[config.mk]
export PLATFORM = sky130hd
export DESIGN_NAME = multicycle_control_flat
export DESIGN_NICKNAME = d
export VERILOG_FILES = /design/src/rtl/multicycle_pkg.sv /design/src/rtl/multicycle_control_if.sv /design/src/rtl/multicycle_decode.sv /design/src/rtl/multicycle_control.sv /design/src/flat_wrapper.sv
export SDC_FILE = /design/constraint.sdc
export NUM_CORES = 1
export LEC_CHECK = 0
export BUFFER_PORTS_ARGS = -buffer_cell sky130_fd_sc_hd__buf_2
export CAP_MARGIN = 20
export CORE_AREA = 2 2 48 50
export DETAILED_ROUTE_END_ITERATION = 8
export DIE_AREA = 0 0 50 52
export PLACE_DENSITY = 0.8
export SYNTH_ARGS = -nofsm -noshare
export SYNTH_HDL_FRONTEND = slang
export SYNTH_HIERARCHICAL = 1
export SYNTH_SLANG_ARGS = --single-unit
[constraint.sdc]
create_clock -name clk -period 3.1 [get_ports clk]
set_input_delay 0.31 -clock clk [delete_from_list [all_inputs] [get_ports clk]]
set_output_delay 0.31 -clock clk [all_outputs]
set_load 0.005 [all_outputs]
[src/rtl/multicycle_pkg.sv]
// Shared types and constants for the multicycle CPU controller: the state
// enum, opcode/funct encodings, ALU operation codes and datapath select codes.
package multicycle_pkg;

   typedef enum logic [3:0] {
      S_RESET_WAIT = 4'd0,
      S_FETCH      = 4'd1,
      S_DECODE     = 4'd2,
      S_MEM_ADDR   = 4'd3,
      S_MEM_READ   = 4'd4,
      S_MEM_WRITE  = 4'd5,
      S_MEM_WB     = 4'd6,
      S_R_EXEC     = 4'd7,
      S_R_WB       = 4'd8,
      S_I_EXEC     = 4'd9,
      S_I_WB       = 4'd10,
      S_BRANCH     = 4'd11,
      S_JUMP       = 4'd12,
      S_JAL        = 4'd13,
      S_JR         = 4'd14,
      S_ILLEGAL    = 4'd15
   } state_t;

   typedef enum logic [2:0] {
      ALU_ADD = 3'd0,
      ALU_SUB = 3'd1,
      ALU_XOR = 3'd2,
      ALU_SLT = 3'd3
   } alu_op_t;

   localparam logic [5:0] OP_RTYPE = 6'h00;
   localparam logic [5:0] OP_J     = 6'h02;
   localparam logic [5:0] OP_JAL   = 6'h03;
   localparam logic [5:0] OP_BEQ   = 6'h04;
   localparam logic [5:0] OP_BNE   = 6'h05;
   localparam logic [5:0] OP_ADDI  = 6'h08;
   localparam logic [5:0] OP_XORI  = 6'h0E;
   localparam logic [5:0] OP_LW    = 6'h23;
   localparam logic [5:0] OP_SW    = 6'h2B;

   localparam logic [5:0] FN_JR    = 6'h08;
   localparam logic [5:0] FN_ADD   = 6'h20;
   localparam logic [5:0] FN_SUB   = 6'h22;
   localparam logic [5:0] FN_SLT   = 6'h2A;

   localparam logic [1:0] PC_SRC_ALU    = 2'd0;
   localparam logic [1:0] PC_SRC_ALUOUT = 2'd1;
   localparam logic [1:0] PC_SRC_JUMP   = 2'd2;
   localparam logic [1:0] PC_SRC_REG_A  = 2'd3;

   localparam logic [1:0] REG_DST_RT = 2'd0;
   localparam logic [1:0] REG_DST_RD = 2'd1;
   localparam logic [1:0] REG_DST_RA = 2'd2;

   localparam logic [1:0] WB_ALUOUT = 2'd0;
   localparam logic [1:0] WB_MDR    = 2'd1;
   localparam logic [1:0] WB_PC     = 2'd2;

   localparam logic [1:0] ALUB_REG_B   = 2'd0;
   localparam logic [1:0] ALUB_FOUR    = 2'd1;
   localparam logic [1:0] ALUB_IMM     = 2'd2;
   localparam logic [1:0] ALUB_IMM_SH2 = 2'd3;

endpackage

[src/rtl/multicycle_control_if.sv]
// Handshake with the shared instruction/data memory. The controller is the
// master (drives request, write and address select), the memory is the slave.
interface multicycle_control_if;
   logic mem_req;
   logic mem_we;
   logic iord;
   logic mem_ready;

   modport master (output mem_req, output mem_we, output iord, input mem_ready);
   modport slave  (input mem_req, input mem_we, input iord, output mem_ready);
endinterface

[src/rtl/multicycle_decode.sv]
// Combinational instruction decode: the state that follows DECODE, and the
// ALU operation used by the R-type / I-type execute states.
module multicycle_decode
   import multicycle_pkg::*;
(
   input  logic [5:0] opcode,
   input  logic [5:0] funct,
   output state_t     next_state,
   output alu_op_t    exec_alu_op
);

   // Opcode/funct to next state; anything unrecognised lands in ILLEGAL.
   always_comb begin
      next_state  = S_ILLEGAL;
      exec_alu_op = ALU_ADD;
      case (opcode)
         OP_LW, OP_SW: next_state = S_MEM_ADDR;
         OP_RTYPE: begin
            case (funct)
               FN_ADD: next_state = S_R_EXEC;
               FN_SUB: begin
                  next_state  = S_R_EXEC;
                  exec_alu_op = ALU_SUB;
               end
               FN_SLT: begin
                  next_state  = S_R_EXEC;
                  exec_alu_op = ALU_SLT;
               end
               FN_JR:   next_state = S_JR;
               default: next_state = S_ILLEGAL;
            endcase
         end
         OP_ADDI: next_state = S_I_EXEC;
         OP_XORI: begin
            next_state  = S_I_EXEC;
            exec_alu_op = ALU_XOR;
         end
         OP_BEQ, OP_BNE: next_state = S_BRANCH;
         OP_J:           next_state = S_JUMP;
         OP_JAL:         next_state = S_JAL;
         default:        next_state = S_ILLEGAL;
      endcase
   end

endmodule

[src/rtl/multicycle_control.sv]
// Multicycle CPU sequencing controller. Optional feature macro:
// MULTICYCLE_CTRL_TRAP_EN -- when defined, ILLEGAL raises trap and parks until
// reset; otherwise ILLEGAL is a one-cycle NOP and trap is tied low.
//
//   state      | meaning
//   -----------+--------------------------------------------------
//   RESET_WAIT | post-reset hold, RESET_PC_HOLD cycles, outputs 0
//   FETCH      | read instruction at PC, PC <= PC+4 on mem_ready
//   DECODE     | branch target precompute into ALUOut
//   MEM_ADDR   | effective address = A + imm
//   MEM_READ   | load access at ALUOut
//   MEM_WRITE  | store access at ALUOut
//   MEM_WB     | MDR -> rt
//   R_EXEC     | A op B
//   R_WB       | ALUOut -> rd
//   I_EXEC     | A op imm
//   I_WB       | ALUOut -> rt
//   BRANCH     | compare A/B, conditional PC <= ALUOut
//   JUMP       | PC <= jump target
//   JAL        | PC <= jump target, $31 <= PC+4
//   JR         | PC <= A
//   ILLEGAL    | unrecognised instruction
module multicycle_control
   import multicycle_pkg::*;
#(
   parameter int RESET_PC_HOLD = 1
) (
   input  logic                        clk,
   input  logic                        rst_n,
   input  logic [5:0]                  opcode,
   input  logic [5:0]                  funct,
   input  logic                        zero,
   multicycle_control_if.master        mem,
   output logic                        ir_we,
   output logic                        pc_we,
   output logic [1:0]                  pc_src,
   output logic                        reg_we,
   output logic [1:0]                  reg_dst,
   output logic [1:0]                  mem_to_reg,
   output logic                        alu_src_a,
   output logic [1:0]                  alu_src_b,
   output logic [2:0]                  alu_op,
   output logic                        trap,
   output logic [3:0]                  state_dbg
);

   localparam logic [3:0] HOLD_LOAD = 4'(RESET_PC_HOLD - 1);

   state_t     state;
   state_t     dec_next;
   alu_op_t    exec_alu_op;
   logic [3:0] hold_cnt;
   logic       mem_req_c;
   logic       mem_we_c;
   logic       iord_c;

   multicycle_decode u_decode (
      .opcode      (opcode),
      .funct       (funct),
      .next_state  (dec_next),
      .exec_alu_op (exec_alu_op)
   );

   // State register plus the post-reset hold down-counter.
   always_ff @(posedge clk or negedge rst_n) begin
      if (!rst_n) begin
         state    <= S_RESET_WAIT;
         hold_cnt <= HOLD_LOAD;
      end else begin
         case (state)
            S_RESET_WAIT: begin
               if (hold_cnt == 4'd0) state <= S_FETCH;
               else                  hold_cnt <= hold_cnt - 4'd1;
            end
            S_FETCH:     if (mem.mem_ready) state <= S_DECODE;
            S_DECODE:    state <= dec_next;
            S_MEM_ADDR:  state <= (opcode == OP_SW) ? S_MEM_WRITE : S_MEM_READ;
            S_MEM_READ:  if (mem.mem_ready) state <= S_MEM_WB;
            S_MEM_WRITE: if (mem.mem_ready) state <= S_FETCH;
            S_R_EXEC:    state <= S_R_WB;
            S_I_EXEC:    state <= S_I_WB;
`ifdef MULTICYCLE_CTRL_TRAP_EN
            S_ILLEGAL:   state <= S_ILLEGAL;
`else
            S_ILLEGAL:   state <= S_FETCH;
`endif
            default:     state <= S_FETCH;
         endcase
      end
   end

   // Datapath controls: Moore decode of state, qualified by mem_ready in FETCH
   // and by zero/opcode in BRANCH.
   always_comb begin
      mem_req_c  = 1'b0;
      mem_we_c   = 1'b0;
      iord_c     = 1'b0;
      ir_we      = 1'b0;
      pc_we      = 1'b0;
      pc_src     = PC_SRC_ALU;
      reg_we     = 1'b0;
      reg_dst    = REG_DST_RT;
      mem_to_reg = WB_ALUOUT;
      alu_src_a  = 1'b0;
      alu_src_b  = ALUB_REG_B;
      alu_op     = ALU_ADD;
      trap       = 1'b0;
      case (state)
         S_FETCH: begin
            mem_req_c = 1'b1;
            alu_src_b = ALUB_FOUR;
            ir_we     = mem.mem_ready;
            pc_we     = mem.mem_ready;
         end
         S_DECODE:   alu_src_b = ALUB_IMM_SH2;
         S_MEM_ADDR: begin
            alu_src_a = 1'b1;
            alu_src_b = ALUB_IMM;
         end
         S_MEM_READ: begin
            mem_req_c = 1'b1;
            iord_c    = 1'b1;
         end
         S_MEM_WRITE: begin
            mem_req_c = 1'b1;
            mem_we_c  = 1'b1;
            iord_c    = 1'b1;
         end
         S_MEM_WB: begin
            reg_we     = 1'b1;
            mem_to_reg = WB_MDR;
         end
         S_R_EXEC, S_I_EXEC: begin
            alu_src_a = 1'b1;
            alu_src_b = (state == S_I_EXEC) ? ALUB_IMM : ALUB_REG_B;
            alu_op    = exec_alu_op;
         end
         S_R_WB: begin
            reg_we  = 1'b1;
            reg_dst = REG_DST_RD;
         end
         S_I_WB: reg_we = 1'b1;
         S_BRANCH: begin
            alu_src_a = 1'b1;
            alu_op    = ALU_SUB;
            pc_src    = PC_SRC_ALUOUT;
            pc_we     = (opcode == OP_BNE) ? !zero : zero;
         end
         S_JUMP: begin
            pc_we  = 1'b1;
            pc_src = PC_SRC_JUMP;
         end
         S_JAL: begin
            pc_we      = 1'b1;
            pc_src     = PC_SRC_JUMP;
            reg_we     = 1'b1;
            reg_dst    = REG_DST_RA;
            mem_to_reg = WB_PC;
         end
         S_JR: begin
            pc_we  = 1'b1;
            pc_src = PC_SRC_REG_A;
         end
`ifdef MULTICYCLE_CTRL_TRAP_EN
         S_ILLEGAL: trap = 1'b1;
`endif
         default: ;
      endcase
   end

   assign mem.mem_req = mem_req_c;
   assign mem.mem_we  = mem_we_c;
   assign mem.iord    = iord_c;
   assign state_dbg   = state;

endmodule

[src/flat_wrapper.sv]
// flat-port wrapper written by rule: the top's interface ports become plain ports
module multicycle_control_flat import multicycle_pkg::*;
#(
   parameter int RESET_PC_HOLD = 1
)
  (clk, rst_n, opcode, funct, zero, ir_we, pc_we, pc_src, reg_we, reg_dst, mem_to_reg, alu_src_a, alu_src_b, alu_op, trap, state_dbg, mem_mem_req, mem_mem_we, mem_iord, mem_mem_ready);
  multicycle_control_if mem_i ();
  input  logic clk;
  input  logic rst_n;
  input  logic [5:0] opcode;
  input  logic [5:0] funct;
  input  logic zero;
  output logic ir_we;
  output logic pc_we;
  output logic [1:0] pc_src;
  output logic reg_we;
  output logic [1:0] reg_dst;
  output logic [1:0] mem_to_reg;
  output logic alu_src_a;
  output logic [1:0] alu_src_b;
  output logic [2:0] alu_op;
  output logic trap;
  output logic [3:0] state_dbg;
  output wire logic [$bits(mem_i.mem_req)-1:0] mem_mem_req;
  output wire logic [$bits(mem_i.mem_we)-1:0] mem_mem_we;
  output wire logic [$bits(mem_i.iord)-1:0] mem_iord;
  input wire logic [$bits(mem_i.mem_ready)-1:0] mem_mem_ready;
  assign mem_mem_req = mem_i.mem_req;
  assign mem_mem_we = mem_i.mem_we;
  assign mem_iord = mem_i.iord;
  assign mem_i.mem_ready = mem_mem_ready;
  multicycle_control #(.RESET_PC_HOLD(RESET_PC_HOLD)) u_core (.clk(clk), .rst_n(rst_n), .opcode(opcode), .funct(funct), .zero(zero), .mem(mem_i), .ir_we(ir_we), .pc_we(pc_we), .pc_src(pc_src), .reg_we(reg_we), .reg_dst(reg_dst), .mem_to_reg(mem_to_reg), .alu_src_a(alu_src_a), .alu_src_b(alu_src_b), .alu_op(alu_op), .trap(trap), .state_dbg(state_dbg));
endmodule
Word level (Yosys, flattened, before mapping)
Index checks and enable logic that the tools add are counted.
W data, S select, Z words.

word-level totals
  register bits = 8
  bits of input ports = 16
  logic and storage cells = 75

operators by class
  $add $sub $neg = 1
  equality and inequality tests = 30
  multiplexer cells = 24
  bitwise operators = 1
  reductions and logical operators = 17

operators with widths
  cell                   number
  $pmux W4 S8            1
  $eq A6 B6 Y1 const B   5
  $eq A4 B4 Y1 const B   7
  $pmux W4 S6            1
  $pmux W2 S2            5
  $eq A6 B4 Y1 const B   3
  $eq A4 B3 Y1 const B   4
  $mux W4                4
  $eq A6 B2 Y1 const B   2
  $eq A6 B3 Y1 const B   2
  $reduce_or A2 Y1       6
  $reduce_or A3 Y1       3
  $eq A4 B2 Y1 const B   2
  $logic_not A4 Y1       2
  $mux W1                8
  $pmux W2 S4            1
  $pmux W4 S2            1
  $reduce_or A4 Y1       2
  $logic_not A6 Y1       1
  $ne A2 B2 Y1 const B   3
  $pmux W2 S3            1
  $eq A4 B1 Y1 const B   1
  $reduce_and A4 Y1      1
  $sub A4 B1 Y4 const B  1
  6 further kinds        6

Longest topological paths before layout
  depth in word-level cells = 5
  mapped depth = 6
  mapped depth without buffers = 6

Cells and area by module
Netlist, hierarchy kept.

by module, submodules not included
  module              instances  cells each  area an instance (um2)  sequential area each (um2)
  multicycle_control  1          102         783.3                   200.2
  multicycle_decode   1          35          236.5                   0.0

Worst setup path before layout
No wires, ideal clock.

  kind = input -> output
  start point = input opcode[0]
  end point = output alu_op[0]
  data arrival time = 1.396 ns
  data required time = 2.790 ns
  path slack = 1.394 ns
  stages on the path = 6
  path buffers = 0
  cells stage by stage = or2_4 > nor4b_4 > and4_1 > and3b_1 > o21ai_0 > a21oi_1

between the ends
  cells in the longest elaborated chain, start to end = 3
  elaborated cells between the ends (all ways) = 4
  those cells by class = eq/ne: 1; mux: 2; reduce/logical: 1

ends and longest elaborated chain
  what                                              line                       source
  from (decl)                                       flat_wrapper.sv:10         input logic [5:0] opcode;
  $eq A6 B4 Y1 or $logic_not A6 Y1 (tied branches)  multicycle_decode.sv:16    case (opcode)
  $pmux W2 S2 *                                     multicycle_decode.sv:16
  net u_core.exec_alu_op[0]                         multicycle_control.sv:51   alu_op_t exec_alu_op;
  $pmux W2 S2 *                                     multicycle_control.sv:108  case (state)
  to (decl)                                         flat_wrapper.sv:21         output logic [2:0] alu_op;

Mark *: on every way through the listed nets, which the timed path passes. The rest lies on a longest branch.

Worst setup path after layout
Same ends and word-level chain as after synthesis.

==> flow_summary.toml <==
[worst_hold_path]
min_path_type = "in -> async"

[global_routing]
grt_max_degree = 21
grt_pass1_wl_um = 3980
antenna_found_initial = 0
grt.overflow.total = 0
grtUsageTotal_pct = 19.4
grt_pass1_vias = 929

[setup_path]
reg2reg_to = "u_core/hold_cnt[1]"
critical_path.most_common_cell = "buf_2"
critPathArrivalTime_ns = 1.72
start_kind = "primary input"
path_class = "in -> out"
cpPeakStageDelay_ns = 0.27
end_kind = "output port"
crit_chain = "buf_2 > or2_4 > nor4b_4 > and4_1 > and3b_1 > o21ai_0 > a21oi_1 > buf_2"
worstPathMaxFanout = 9
regToRegSetupSlack_ns = 1.37
required_ns = 2.79
r2r_cells = 3
startpoint = "opcode[0]"
reg2reg_from = "u_core/state_dbg[1]"
cp-endpoint = "alu_op[0]"
crit_family = "simple AND/OR/NAND/NOR gates"
critPathBufInv = 2
cp.depth = 8
slowest_stage = "or2_4"

[yosys]
yosys_register_bits = 8
netlist_area_um2 = 1020
synth_warnings = 6
synth_ff_type = "dfrtp_1"
seq_area_frac_synth_pct = 19.6
yosysTopAreaCell = "dfrtp_1"
netlist_instances = 137
async_reset_ff_share_pct = 100
synthDominantCellAreaShare_pct = 19.6
synth_edf_count = 0
synthTopCellsByArea = "dfrtp_1 20%, nor2_1 5.9%, inv_1 3.7%"
syn_nets = 154
syn_avg_cell_area_um2 = 7.44
ys_types = 52

[placed_design]
hpwl_um = 1890
place_ws_ns = 1.06
place.gp.congestion = 0.859
postPlaceCellArea_um2 = 1170
portBuffers = 36

[route]
postRouteAntennaNets = 0
drc_errors = 0
wl_per_cell_um = 13.0
wirelength_um = 2520
drt_pass1_iterations = 4
routed-via-count = 1102
drt_iter0_drc = 24
viasPerCell = 5.68

[power_and_ir_drop]
p_per_area_nw_per_um2 = 622
peakVddDrop_mv = 0.279
power_switching_mw = 0.361
combPwrFrac_pct = 57.3
power_frac_clock_pct = 10.8
p_leak_nw = 0.574
p_seq_share_pct = 31.9
switching_share_pct = 48.4
power_mw = 0.746
p_int_mw = 0.385

[clock_tree]
cts_tree = "built"
cts_sinks = 8
cts_made_buffers = 3
cts_buffer_depth = 2
cts.repair.resized = 0
post-cts-setup-buffer-count = 0
clk_latency_ns = 0.25
clk_pin_slew_worst_paths_ns = 0.05
cts_max_level = 1
clockRootBuffer = "clkbuf_4"

[job]
maxCapViolations = 0

[cells_and_area]
regArea_um2 = 200
fin_nets = 185
layout_common_cells = "36 x buf_2, 16 x nor2_1, 10 x inv_1, 9 x nand2_1, 8 x dfrtp_1"
syn2layout_area_growth_pct = 17.5
final_area_um2 = 1200
fill_cells = 202
drive_above_1_share_pct = 28.9
multi_input_area_um2 = 713
antennaDiodeCount = 0
mostFrequentLayoutCell = "buf_2"

[timing]
rsz0062_at_grt = "no"
max_freq_ghz = 0.493
slew-limit-headroom_pct = 62.3
setup_viol = 0
worstMarginPinSlew_ns = 0.566
fin_ws_ns = 1.07
final.setup.tns_ns = 0
skew_ns = 0.00207
fin_crit_sh_pct = 65.5
min_period_ns = 2.03
drv_slew = 0
final_hold_viol_count = 0

[floorplan]
die_h_um = 52
rows = 17
io_pins = 39
core_area_um2 = 2110
start_util_pct = 48.4
die_x_um = 50
dieArea_um2 = 2600

[outcome]
status = "completed"
-- cells in the mapped netlist (all sizes together), types with 2 or more instances --
library cell and instances:
nor2 16, inv 10, nand2 9, dfrtp 8, a21oi 7, o21ai 7
buf 6, clkbuf 5, nand2b 5, and2 4, and3b 4, nand3 4
nor3 4, nor3b 4, nor2b 3, nor4bb 3, o32ai 3, a21o 2
a2bb2oi 2, conb 2, o211ai 2, o22ai 2, or2 2, xor2 2
-- timing repair --
item                                    in CTS  in global routing
endpoints found under the setup margin       0                  0
endpoints found under the hold margin        8                  0
hold buffers                                 1                  0
-- power groups by stage --
stage	registers [mW]	logic, mW	clock network, mW
2_1_floorplan	0.146	0.387	0
3_3_place_gp	0.234	0.416	0
3_5_place_dp	0.238	0.422	0
4_1_cts	0.236	0.426	0.0809
5_1_grt	0.250	0.485	0.0870
6_report	0.237	0.427	0.0806
-- worst register-to-register path, delay by kind of cell, from the launching register on --
kind / cells / cell delay [ns]
mux: 1 / 0.21
flops: 1 / 0.56
simple gates: 2 / 0.89
-- layer usage --
layer | global-route usage, % | vias up | routed length, um | share of wire [%]
met4 | 5.56 | 0 | 30 | 1.2
met3 | 2.01 | 5 | 97 | 3.8
li1 | - | 550 | - | -
met5 | 0 | - | 0 | 0
met2 | 36.6 | 31 | 1260 | 50
met1 | 22.8 | 516 | 1130 | 45
-- through the flow --
step           hold WS [ns]  cells  utilization, %
2_1_floorplan        0.0144    137               -
3_3_place_gp          0.157    190            55.4
3_5_place_dp          0.160    190            55.4
4_1_cts               0.426    194            56.9
5_1_grt               0.444    194            56.9
6_report              0.424    194            56.9
-- state kept, by name, summed over array words and instances, names as in the netlist --
signal            flops
u_core/state_dbg      4
u_core/hold_cnt       4
-- final cells by class --
class | instances | share of cell area, %
Multi-Input combinational cell | 108 | 59.5
Tap cell | 28 | 2.92
Clock buffer | 3 | 1.88
Sequential cell | 8 | 16.7
Inverter | 10 | 3.13
Timing Repair Buffer | 37 | 15.9
-- kinds of logic after synthesis --
kind of cell	count (synthesis)	synth area share, %
muxes	1	0.982
buffers and inverters	21	10.4
adders and majority gates	1	1.23
and+or+nand+nor	68	41.8
xor gates and xnor gates	3	2.58
DFF	8	19.6
other	2	0.736
AOI/OAI and AO/OA	33	22.6
-- worst min-delay path by stage --
stage                     start                  to  cells after the start
after floorplan           rst_n  u_core/hold_cnt[0]                      0
after global placement    rst_n  u_core/hold_cnt[0]                      1
after detailed placement  rst_n  u_core/hold_cnt[0]                      1
after CTS                 rst_n  u_core/hold_cnt[0]                      2
after global routing      rst_n  u_core/hold_cnt[0]                      2
final                     rst_n  u_core/hold_cnt[0]                      2
No activity file was read; power rests on OpenSTA's default activity.
